$ cat src/rtl/fetch_sequencer.sv
// Program counter and run control in front of the instruction ROM: start/run/stop sequencing, branches, halt and overrun.
// Define FETCH_CYCLE_COUNT_EN to build the saturating RUN-cycle counter; otherwise cycle_count is tied to zero.
module fetch_sequencer #(
  parameter int         PC_WIDTH   = 11,
  parameter int         START_ADDR = 0,
  parameter logic [8:0] HALT_INST  = 9'h1FF,
  parameter int         CNT_WIDTH  = 16
) (
  input  logic                 clk,
  input  logic                 reset,
  input  logic                 start,
  input  logic [8:0]           inst,
  input  logic                 branch_en,
  input  logic [PC_WIDTH:0]    target,
  output logic [PC_WIDTH-1:0]  pc,
  output logic                 running,
  output logic                 done,
  output logic                 overrun,
  output logic [CNT_WIDTH-1:0] cycle_count
);

  typedef enum logic [1:0] {IDLE, LOAD, RUN, DONE} state_t;

  localparam logic [PC_WIDTH-1:0] START_PC = PC_WIDTH'(START_ADDR);
  localparam logic [PC_WIDTH-1:0] LAST_PC  = '1;

  state_t              state, state_next;
  logic [PC_WIDTH-1:0] pc_next;
  logic                done_next, overrun_next;
  logic [PC_WIDTH-1:0] offset;
  logic                is_rel;

  assign offset  = target[PC_WIDTH-1:0];
  assign is_rel  = target[PC_WIDTH];
  assign running = (state == RUN);

  always_ff @(posedge clk) begin
    if (reset) begin
      state   <= IDLE;
      pc      <= START_PC;
      done    <= 1'b0;
      overrun <= 1'b0;
    end else begin
      state   <= state_next;
      pc      <= pc_next;
      done    <= done_next;
      overrun <= overrun_next;
    end
  end

  // A taken branch outranks the overrun check, so branching from the last address never overruns.
  always_comb begin
    state_next   = state;
    pc_next      = pc;
    done_next    = done;
    overrun_next = overrun;
    case (state)
      IDLE: if (start) state_next = LOAD;
      LOAD: if (!start) state_next = RUN;
      RUN: begin
        if (start) begin
          state_next = LOAD;
        end else if (inst == HALT_INST) begin
          state_next = DONE;
          done_next  = 1'b1;
        end else if (branch_en) begin
          pc_next = is_rel ? (pc + offset) : offset;
        end else if (pc == LAST_PC) begin
          state_next   = DONE;
          done_next    = 1'b1;
          overrun_next = 1'b1;
        end else begin
          pc_next = pc + PC_WIDTH'(1);
        end
      end
      DONE: if (start) state_next = LOAD;
      default: state_next = IDLE;
    endcase
    // Every path into or through LOAD re-arms the program at the start address.
    if (state_next == LOAD) begin
      pc_next      = START_PC;
      done_next    = 1'b0;
      overrun_next = 1'b0;
    end
  end

`ifdef FETCH_CYCLE_COUNT_EN
  logic [CNT_WIDTH-1:0] cnt;

  always_ff @(posedge clk) begin
    if (reset || state_next == LOAD) begin
      cnt <= '0;
    end else if (state == RUN && cnt != '1) begin
      cnt <= cnt + CNT_WIDTH'(1);
    end
  end

  assign cycle_count = cnt;
`else
  assign cycle_count = '0;
`endif

endmodule

$ cat config.mk
export PLATFORM = sky130hd
export DESIGN_NAME = fetch_sequencer
export DESIGN_NICKNAME = d
export VERILOG_FILES = /design/src/rtl/fetch_sequencer.sv
export SDC_FILE = /design/constraint.sdc
export NUM_CORES = 1
export LEC_CHECK = 0
export BUFFER_PORTS_ARGS = -buffer_cell sky130_fd_sc_hd__buf_4
export CELL_PAD_IN_SITES_DETAIL_PLACEMENT = 0
export CELL_PAD_IN_SITES_GLOBAL_PLACEMENT = 2
export CORE_ASPECT_RATIO = 1.75
export CORE_UTILIZATION = 30
export DETAILED_ROUTE_END_ITERATION = 10
export GPL_TIMING_DRIVEN = 0
export PLACE_DENSITY_LB_ADDON = 0.1
export RECOVER_POWER = 100
export SKIP_LAST_GASP = 1
export SLEW_MARGIN = 15
export SYNTH_ARGS = -nofsm -noshare
export SYNTH_HDL_FRONTEND = slang
export SYNTH_SLANG_ARGS = --single-unit
$ cat constraint.sdc
create_clock -name clk -period 5.2 [get_ports clk]
set_clock_uncertainty 0.05 [all_clocks]
set_input_delay 0.26 -clock clk [delete_from_list [all_inputs] [get_ports clk]]
set_output_delay 0.26 -clock clk [all_outputs]
set_load 0.01 [all_outputs]
==> flow_summary.ini, run 1 <==
[outcome]
outcome = complete, but fails checks
violations = DRC

[drt]
post-route-drc-count = 4
ant_nets = 0
drt-vias-per-instance = 5.148
wl_met3_um = 177
drt_iter0_markers = 48
vias = 1673
maxUsedRoutingLayer = met4
wl_met2_um = 2577
wirelength_um = 4702
firstDrtPassIters = 8
avgRoutedWirePerCell_um = 14.47
drt-met1-wl_um = 1892

[grt]
overflow = 0
grt_pass1_wl_um = 7507
antenna_found_initial = 0
grt_max_degree = 11
grt_use_total_pct = 16.89
grt_pass1_vias = 1565

[cts]
cts_tree = yes
htree_levels = 1
cts.path.max_buffers = 2
cts_resized = 0
clk_pin_slew_ns = 0.07
cts.root.buffer_cell = clkbuf_8
cts_inserted_buffers = 3
clock_latency_ns = 0.25
hold_buffers = 0
postCtsSetupBuffers = 0
clock_sinks = 15

[sta]
rsz0062_at_grt = false
setup_tns_ns = 0
fmax_mhz = 394.8
setup_ws_ns = 2.667
drv_slew = 0
fin_crit_ns = 2.533
slew_headroom_pct = 66.44
tightest_slew_ns = 0.5034
setup_viol = 0
hold_violations = 0
fin_crit_sh_pct = 48.72

[power]
power_mw = 0.3041
powerDensity_mw_per_mm2 = 151.8
ir_drop_mv = 0.06739
power.leakage_nw = 0.8750

[critical_path]
cp_data_required_time_ns = 5.32
crit_arrival_ns = 2.66
critPathSlowestCell = or4_1
crit_cells = 8
cp-start-kind = flip-flop
reg2reg_depth = 8
rrSetupSlack_ns = 2.67
cp_max_fo = 10
crit_chain = ha_1, nand2b_1, or4_1, nand2_1, o31a_4, nor2_1, clkbuf_1, a211oi_1
path_buf_inv = 1
slowest_delay_ns = 0.53
worstSetupPathType = reg2reg
worstSetupEndpointType = flip-flop
critPathTopFamily = simple AND/OR/NAND/NOR gates

[synthesis]
yosys.area_share.simple_pct = 24.01
synth_fa_ha_area_share_pct = 11.31
synth_cell_type_count = 52
synth.top_cell.area_share_pct = 18.59
synth_flop_cell = dfxtp_1
async_flop_share_pct = 0
synth.area.top_cells = dfxtp_1 (19%), ha_1 (10%), buf_4 (7.4%)
synth_top_area_cell = dfxtp_1
synth_compound_gate_area_share_pct = 28.12
synth_area_per_cell_sq_um = 7.584
yosys_warnings = 0
synthMuxAreaShare_pct = 3.176
synth_edf_count = 0
synth_seq_area_share_pct = 18.59
synth_common_cells = a21oi_1 (20), nand2_1 (17), buf_4 (16), nor2_1 (16), dfxtp_1 (15)
synth-xor-area-share_pct = 3.796
syn-cell-area_sq_mm = 0.001615
synth_top_family_by_area = compound AO/OA/AOI/OAI gates
ys_ff_latch = 15
syn_inst = 213
yosysMostFrequentCell = a21oi_1

[final_layout]
finalNonFillerCells = 325
fin_util_pct = 38.44
drive_gt1_share_pct = 20.00
nFillCells = 616
area_growth_syn_to_layout_pct = 24.01
final_nets = 310
n_antenna_cell = 0

[die]
initial_utilization_pct = 31.00
io_pins = 55
fp.dieW_um = 57.47
die_h_um = 99.07
fp-row-count = 35
dieArea_sq_mm = 0.005694
coreArea_sq_mm = 0.005211

[worst_hold_path]
hold_path.class = in2reg
hold_depth = 2

[run]
cap_violations = 0

[place]
dp_cells = 321
dp_slack_ns = 2.773
globalplace.congestion = 0.8021
io_buffers = 38
hpwl_um = 3865
layout by cell type (no fill, tap or decap), types with 3 or more instances in the layout:
| cell type | instances |
|---|---|
| nand2b_1 | 4 |
| nand4_1 | 4 |
| conb_1 | 16 |
| nand2_1 | 18 |
| clkbuf_8 | 3 |
| buf_4 | 40 |
| nor2_1 | 17 |
| clkbuf_1 | 19 |
| a31oi_1 | 3 |
| o22ai_1 | 3 |
| a21oi_1 | 20 |
| nor2b_1 | 4 |
| o21bai_1 | 3 |
| nand3_1 | 10 |
| mux2i_1 | 4 |
| a211oi_1 | 9 |
| inv_1 | 5 |
| dfxtp_1 | 15 |
| o21ai_0 | 12 |
| xnor2_1 | 5 |
| ha_1 | 13 |
| a21o_1 | 5 |
worst register-to-register path: cells and delay by family, from the launching register on:
family                   cells  cell delay (ns)
AND/OR/NAND/NOR              4             0.92
flip-flops                   1             0.49
AO/OA/AOI/OAI                2             0.38
adder cells (fa/ha/maj)      1             0.35
buffers and inverters        1             0.27
area by class of cell:
cell class                 instances  area (sq um)  area share (%)
clock inverter                     1         5.005          0.2498
inverter                           5         18.77          0.9369
buffer                            23         147.6           7.370
tap                               55         68.82           3.435
multi-input combinational        185          1189           59.34
clock buffer                       3         41.29           2.061
sequential                        15         300.3           14.99
timing repair buffer              38         232.7           11.62
routing by layer:
| layer | track usage, % | vias up |
|---|---|---|
| li1 | - | 865 |
| met1 | 18.90 | 765 |
| met2 | 32.02 | 37 |
| met3 | 1.706 | 6 |
| met4 | 5.441 | 0 |
| met5 | 0 | - |
kinds of logic after synthesis:
family / after synthesis
AO/OA/AOI/OAI: 69
XOR/XNOR: 7
adder cells (fa/ha/maj): 14
buffers and inverters: 28
flip-flops: 15
multiplexers: 5
other: 1
AND/OR/NAND/NOR: 74
metrics by stage:
stage	hold WS (ns)	instance area (sq um)
2_1_floorplan	0.2885	1672
3_3_place_gp	0.4006	2026
3_5_place_dp	0.4069	2026
4_1_cts	0.1348	2072
5_1_grt	0.1432	2003
6_report	0.1341	2003
final timing paths:
kind / startpoint / to
worst min register to register: done$_SDFFE_PP0P_ / done$_SDFFE_PP0P_
worst min-delay path: reset / state[0]$_SDFF_PP0_
worst max-delay path: pc[1]$_SDFFE_PP0P_ / pc[4]$_SDFFE_PP0P_
worst max register to register: pc[1]$_SDFFE_PP0P_ / pc[4]$_SDFFE_PP0P_
registers in the layout, summed over array words and instances, names as in the netlist:
| register | cells |
|---|---|
| pc | 11 |
| done | 1 |
| overrun | 1 |
| state | 2 |
power breakdown:
group,total (mW),switching (mW),leakage [nW],internal [mW]
clock network,0.0999,0.0467,0.0255,0.0532
logic,0.0854,0.0452,0.728,0.0403
registers,0.119,0.00198,0.121,0.117
total,0.304,0.0938,0.875,0.210
Note: power is estimated with default switching activity, not from simulation.
==> run 2, diff against run 1 <==
Settings changed: CORE_UTILIZATION 30 to 27.
Clock period 5.2 ns to 2.51 ns, I/O delays scaled along.
==> flow_summary.ini, run 2 (synthesized netlist as in run 1, its figures left out) <==
[outcome]
outcome = complete, but fails checks
violations = hold timing

[drt]
drt-vias-per-instance = 4.887
wirelength_um = 4885
drt_iter0_markers = 26
vias = 1691
ant_nets = 0
firstDrtPassIters = 4
post-route-drc-count = 0
avgRoutedWirePerCell_um = 14.12

[die]
coreArea_sq_mm = 0.005675
fp-row-count = 36
die_h_um = 104.3
dieArea_sq_mm = 0.006308
fp.dieW_um = 60.47
io_pins = 55
initial_utilization_pct = 28.46

[critical_path]
rrSetupSlack_ns = 0.12
worstSetupEndpointType = flip-flop
cp_data_required_time_ns = 2.60
critPathSlowestCell = fa_1
cp-start-kind = flip-flop
reg2reg_from = pc[0]$_SDFFE_PP0P_
cp_max_fo = 7
reg2reg_depth = 8
worstSetupPathType = reg2reg
slowest_delay_ns = 0.44
crit_chain = ha_1, fa_1, a211oi_1, o21bai_1, a21oi_1, mux2i_1, o21ai_0, nor3b_2
crit_path_end = pc[6]$_SDFFE_PP0P_
r2r-end = pc[6]$_SDFFE_PP0P_
crit_start = pc[0]$_SDFFE_PP0P_
crit_arrival_ns = 2.48

[cts]
hold_buffers = 0
cts_resized = 0
clock_sinks = 15
postCtsSetupBuffers = 0
htree_levels = 1
cts_tree = yes
cts.root.buffer_cell = clkbuf_8
clock_latency_ns = 0.26
clk_pin_slew_ns = 0.07
cts_inserted_buffers = 3
cts.path.max_buffers = 2

[grt]
antenna_found_initial = 0
grt_pass1_vias = 1600
grt_max_degree = 11
grt_pass1_wl_um = 7700
overflow = 0
grt_use_total_pct = 16.10

[sta]
drv_slew = 0
hold_ws_ns = -0.0003459
rsz0062_at_grt = true
setup_viol = 0
hold_violations = 1
fin_crit_ns = 2.386
fin_crit_sh_pct = 95.07
setup_ws_ns = 0.1237
fmax_mhz = 419.1

[final_layout]
registers.top_by_ff_count = pc
n_antenna_cell = 0
multiInputGateArea_sq_mm = 0.001202
area_growth_syn_to_layout_pct = 27.34
final_nets = 310
drive_gt1_share_pct = 21.85
largest_register_ffs = 11
mostFrequentLayoutCell = buf_4
reg_top3 = pc (11), state (2)
seqCellArea_sq_um = 300.3
nFillCells = 673
final_cell_mix = buf_4 (42), a21oi_1 (20), nand2_1 (18)

[power]
powerDensity_mw_per_mm2 = 310.7
ir_drop_mv = 0.1235
power.leakage_nw = 0.8885

[place]
hpwl_um = 4056
io_buffers = 38
dp_slack_ns = 0.09726
globalplace.congestion = 0.7522

[run]
cap_violations = 0

[worst_hold_path]
hold_path.class = in2reg
## run 2: how the worst min path moves through the flow
stage	to	slack [ns]	depth (start not counted)	from
global route	state[0]$_SDFF_PP0_	0.02	2	reset
floorplan	state[0]$_SDFF_PP0_	0.15	1	reset
detailed placement	state[0]$_SDFF_PP0_	0.27	2	reset
finish	state[0]$_SDFF_PP0_	-0.0003	2	reset
global placement	state[0]$_SDFF_PP0_	0.27	2	reset
CTS	state[0]$_SDFF_PP0_	0.005	2	reset
## run 2: metal layers
layer / up-vias / share of wire (%) / track usage (%)
met5: - / 0 / 0
met4: 0 / 1.2 / 4.870
met3: 5 / 2.6 / 0.8706
met2: 32 / 57 / 30.69
met1: 785 / 39 / 17.83
li1: 869 / - / -
## run 2: through the flow
stage,setup TNS [ns],cell area (sq um),total power [mW],std cells,util (%)
floorplan,0,1672,0.3764,228,-
global placement,0,2052,0.4388,342,36.16
detailed placement,0,2052,0.4386,342,36.16
CTS,0,2097,0.6434,346,36.95
global route,-0.03119,2057,0.6732,346,36.24
finish,0,2057,0.6390,346,36.24
## run 2: cell type report
| cell class | instances | share of cell area [%] |
|---|---|---|
| Inverter | 5 | 0.9124 |
| Sequential cell | 15 | 14.60 |
| Clock buffer | 4 | 2.190 |
| Tap cell | 76 | 4.623 |
| Multi-Input combinational cell | 185 | 58.45 |
| Timing Repair Buffer | 38 | 11.68 |
| Buffer | 23 | 7.543 |
## run 2: power breakdown
part           internal, mW  switching [mW]  leakage, nW
registers             0.242         0.00387        0.121
logic                0.0896          0.0959        0.745
clock network         0.113          0.0949       0.0228
total                 0.444           0.195        0.888
## run 2: worst max-delay path: cells and delay by family (launching register included)
family                   cells  cell delay (ns)
AND/OR/NAND/NOR              1             0.17
AO/OA/AOI/OAI                4             0.79
adder cells (fa/ha/maj)      2             0.69
flip-flops                   1             0.37
multiplexers                 1             0.20
==> run 3, diff against run 2 <==
Settings changed: CORE_UTILIZATION 27 to 28, CTS_BUF_LIST set to sky130_fd_sc_hd__clkbuf_8, GPL_ROUTABILITY_DRIVEN set to 0, PLACE_DENSITY set to 0.8, PLACE_DENSITY_LB_ADDON 0.1 to unset.
==> flow_summary.ini, run 3 (synthesized netlist as in run 1, its figures left out) <==
[outcome]
outcome = finished, final reports clean

[drt]
avgRoutedWirePerCell_um = 13.59
post-route-drc-count = 0
drt-vias-per-instance = 4.899
vias = 1700
ant_nets = 0
wirelength_um = 4717
firstDrtPassIters = 4
drt_iter0_markers = 24

[sta]
rsz0062_at_grt = false
fin_crit_sh_pct = 91.40
fin_crit_ns = 2.294
fmax_mhz = 435.9
setup_tns_ns = 0
setup_viol = 0
hold_violations = 0
drv_slew = 0

[power]
ir_drop_mv = 0.1429
clockPowerShare_pct = 32.6
p_int_mw = 0.4420
pwr-share-seq_pct = 38.5
powerDensity_mw_per_mm2 = 308.0
p_comb_share_pct = 28.9
p_switching_mw = 0.1969
switching_share_pct = 30.82
power.leakage_nw = 0.8951

[final_layout]
mostFrequentLayoutCell = buf_4
fin_util_pct = 37.44
final_cell_mix = buf_4 (41), a21oi_1 (20), nor2_1 (17), nand2_1 (17), clkbuf_1 (17)
registers.top_by_ff_count = pc
finalNonFillerCells = 347
n_antenna_cell = 0
largest_register_ffs = 11
area_growth_syn_to_layout_pct = 28.43
drive_gt1_share_pct = 22.88
final_nets = 311
reg_top3 = pc (11), state (2)

[critical_path]
cp_max_fo = 7
cp-start-kind = flip-flop
crit_arrival_ns = 2.42
worstSetupEndpointType = flip-flop
reg2reg_from = pc[0]$_SDFFE_PP0P_
reg2reg_depth = 8
crit_start = pc[0]$_SDFFE_PP0P_
worstSetupPathType = reg2reg
cp_data_required_time_ns = 2.64

[die]
dieArea_sq_mm = 0.006089
io_pins = 55
die_h_um = 102.5
fp-row-count = 36
initial_utilization_pct = 29.16
coreArea_sq_mm = 0.005540
fp.dieW_um = 59.42

[worst_hold_path]
hold_path.class = in2reg
hold_depth = 3
hold_start = target[10]

[cts]
clock_latency_ns = 0.26
clk_pin_slew_ns = 0.07
cts.path.max_buffers = 2
cts_inserted_buffers = 3
clock_sinks = 15
cts.root.buffer_cell = clkbuf_8
htree_levels = 1
cts_tree = yes

[grt]
grt_max_degree = 11
overflow = 0
grt_pass1_wl_um = 7617
grt_pass1_vias = 1621
grt_use_total_pct = 16.37
antenna_found_initial = 0

[place]
hpwl_um = 3838
io_buffers = 38
dp_cells = 342

[run]
cap_violations = 0
## run 3: cell types whose count changed in the layout (fill, tap and decap cells not counted), sizes merged
| cell | before | now |
|---|---|---|
| clkbuf | 20 | 21 |
| dlygate4sd3 | 0 | 1 |
| clkinv | 0 | 1 |
| buf | 45 | 43 |
## run 3: final timing paths
path	to	slack [ns]
max reg2reg	pc[8]$_SDFFE_PP0P_	0.22
max	pc[8]$_SDFFE_PP0P_	0.22
min	pc[10]$_SDFFE_PP0P_	0.11
min reg2reg	done$_SDFFE_PP0P_	0.41
## run 3: timing repair
action	4_1_cts	5_1_grt
hold buffers	1	0
setup endpoints to repair	0	3
buffers inserted	0	0
hold endpoints to repair	1	0
gates resized for setup	0	5
## run 3: critical path, cell delays in order, from the launching register on
cell and delay, ns:
dfxtp_1 0.37, ha_1 0.25, fa_1 0.44, a211oi_2 0.26
o21bai_2 0.15, a31oi_1 0.23, xnor2_1 0.14, mux2i_1 0.10
a211oi_1 0.22
## run 3: metrics by stage
stage	setup slack, ns	cell area, sq um	power (mW)	hold WS, ns
global placement	0.09394	2052	0.4370	0.2706
floorplan	0.3633	1672	0.3764	0.1540
finish	0.2159	2074	0.6388	0.1080
CTS	0.1182	2108	0.6445	0.1101
global route	0.02621	2074	0.6781	0.1360
detailed placement	0.1460	2052	0.4369	0.2666
## run 3: power by group through the flow
stage	registers, mW	clock network [mW]	logic [mW]
floorplan	0.251	0	0.126
global placement	0.251	0	0.186
detailed placement	0.251	0	0.186
CTS	0.246	0.211	0.187
global route	0.246	0.226	0.206
finish	0.246	0.208	0.185
## run 3: final cells by class
class / count / area (sq um)
tap: 76 / 95.09
fill: 634 / 3466
clock buffer: 3 / 41.29
sequential: 15 / 301.5
timing repair buffer: 39 / 246.5
multi-input combinational: 185 / 1211
buffer: 23 / 155.1
inverter: 5 / 18.77
clock inverter: 1 / 5.005
## run 3: metal layers
layer | global-route usage [%] | part of all wire [%]
met1 | 18.40 | 40
met5 | 0 | 0
met4 | 6.410 | 2.3
met2 | 30.86 | 53
met3 | 1.013 | 3.8
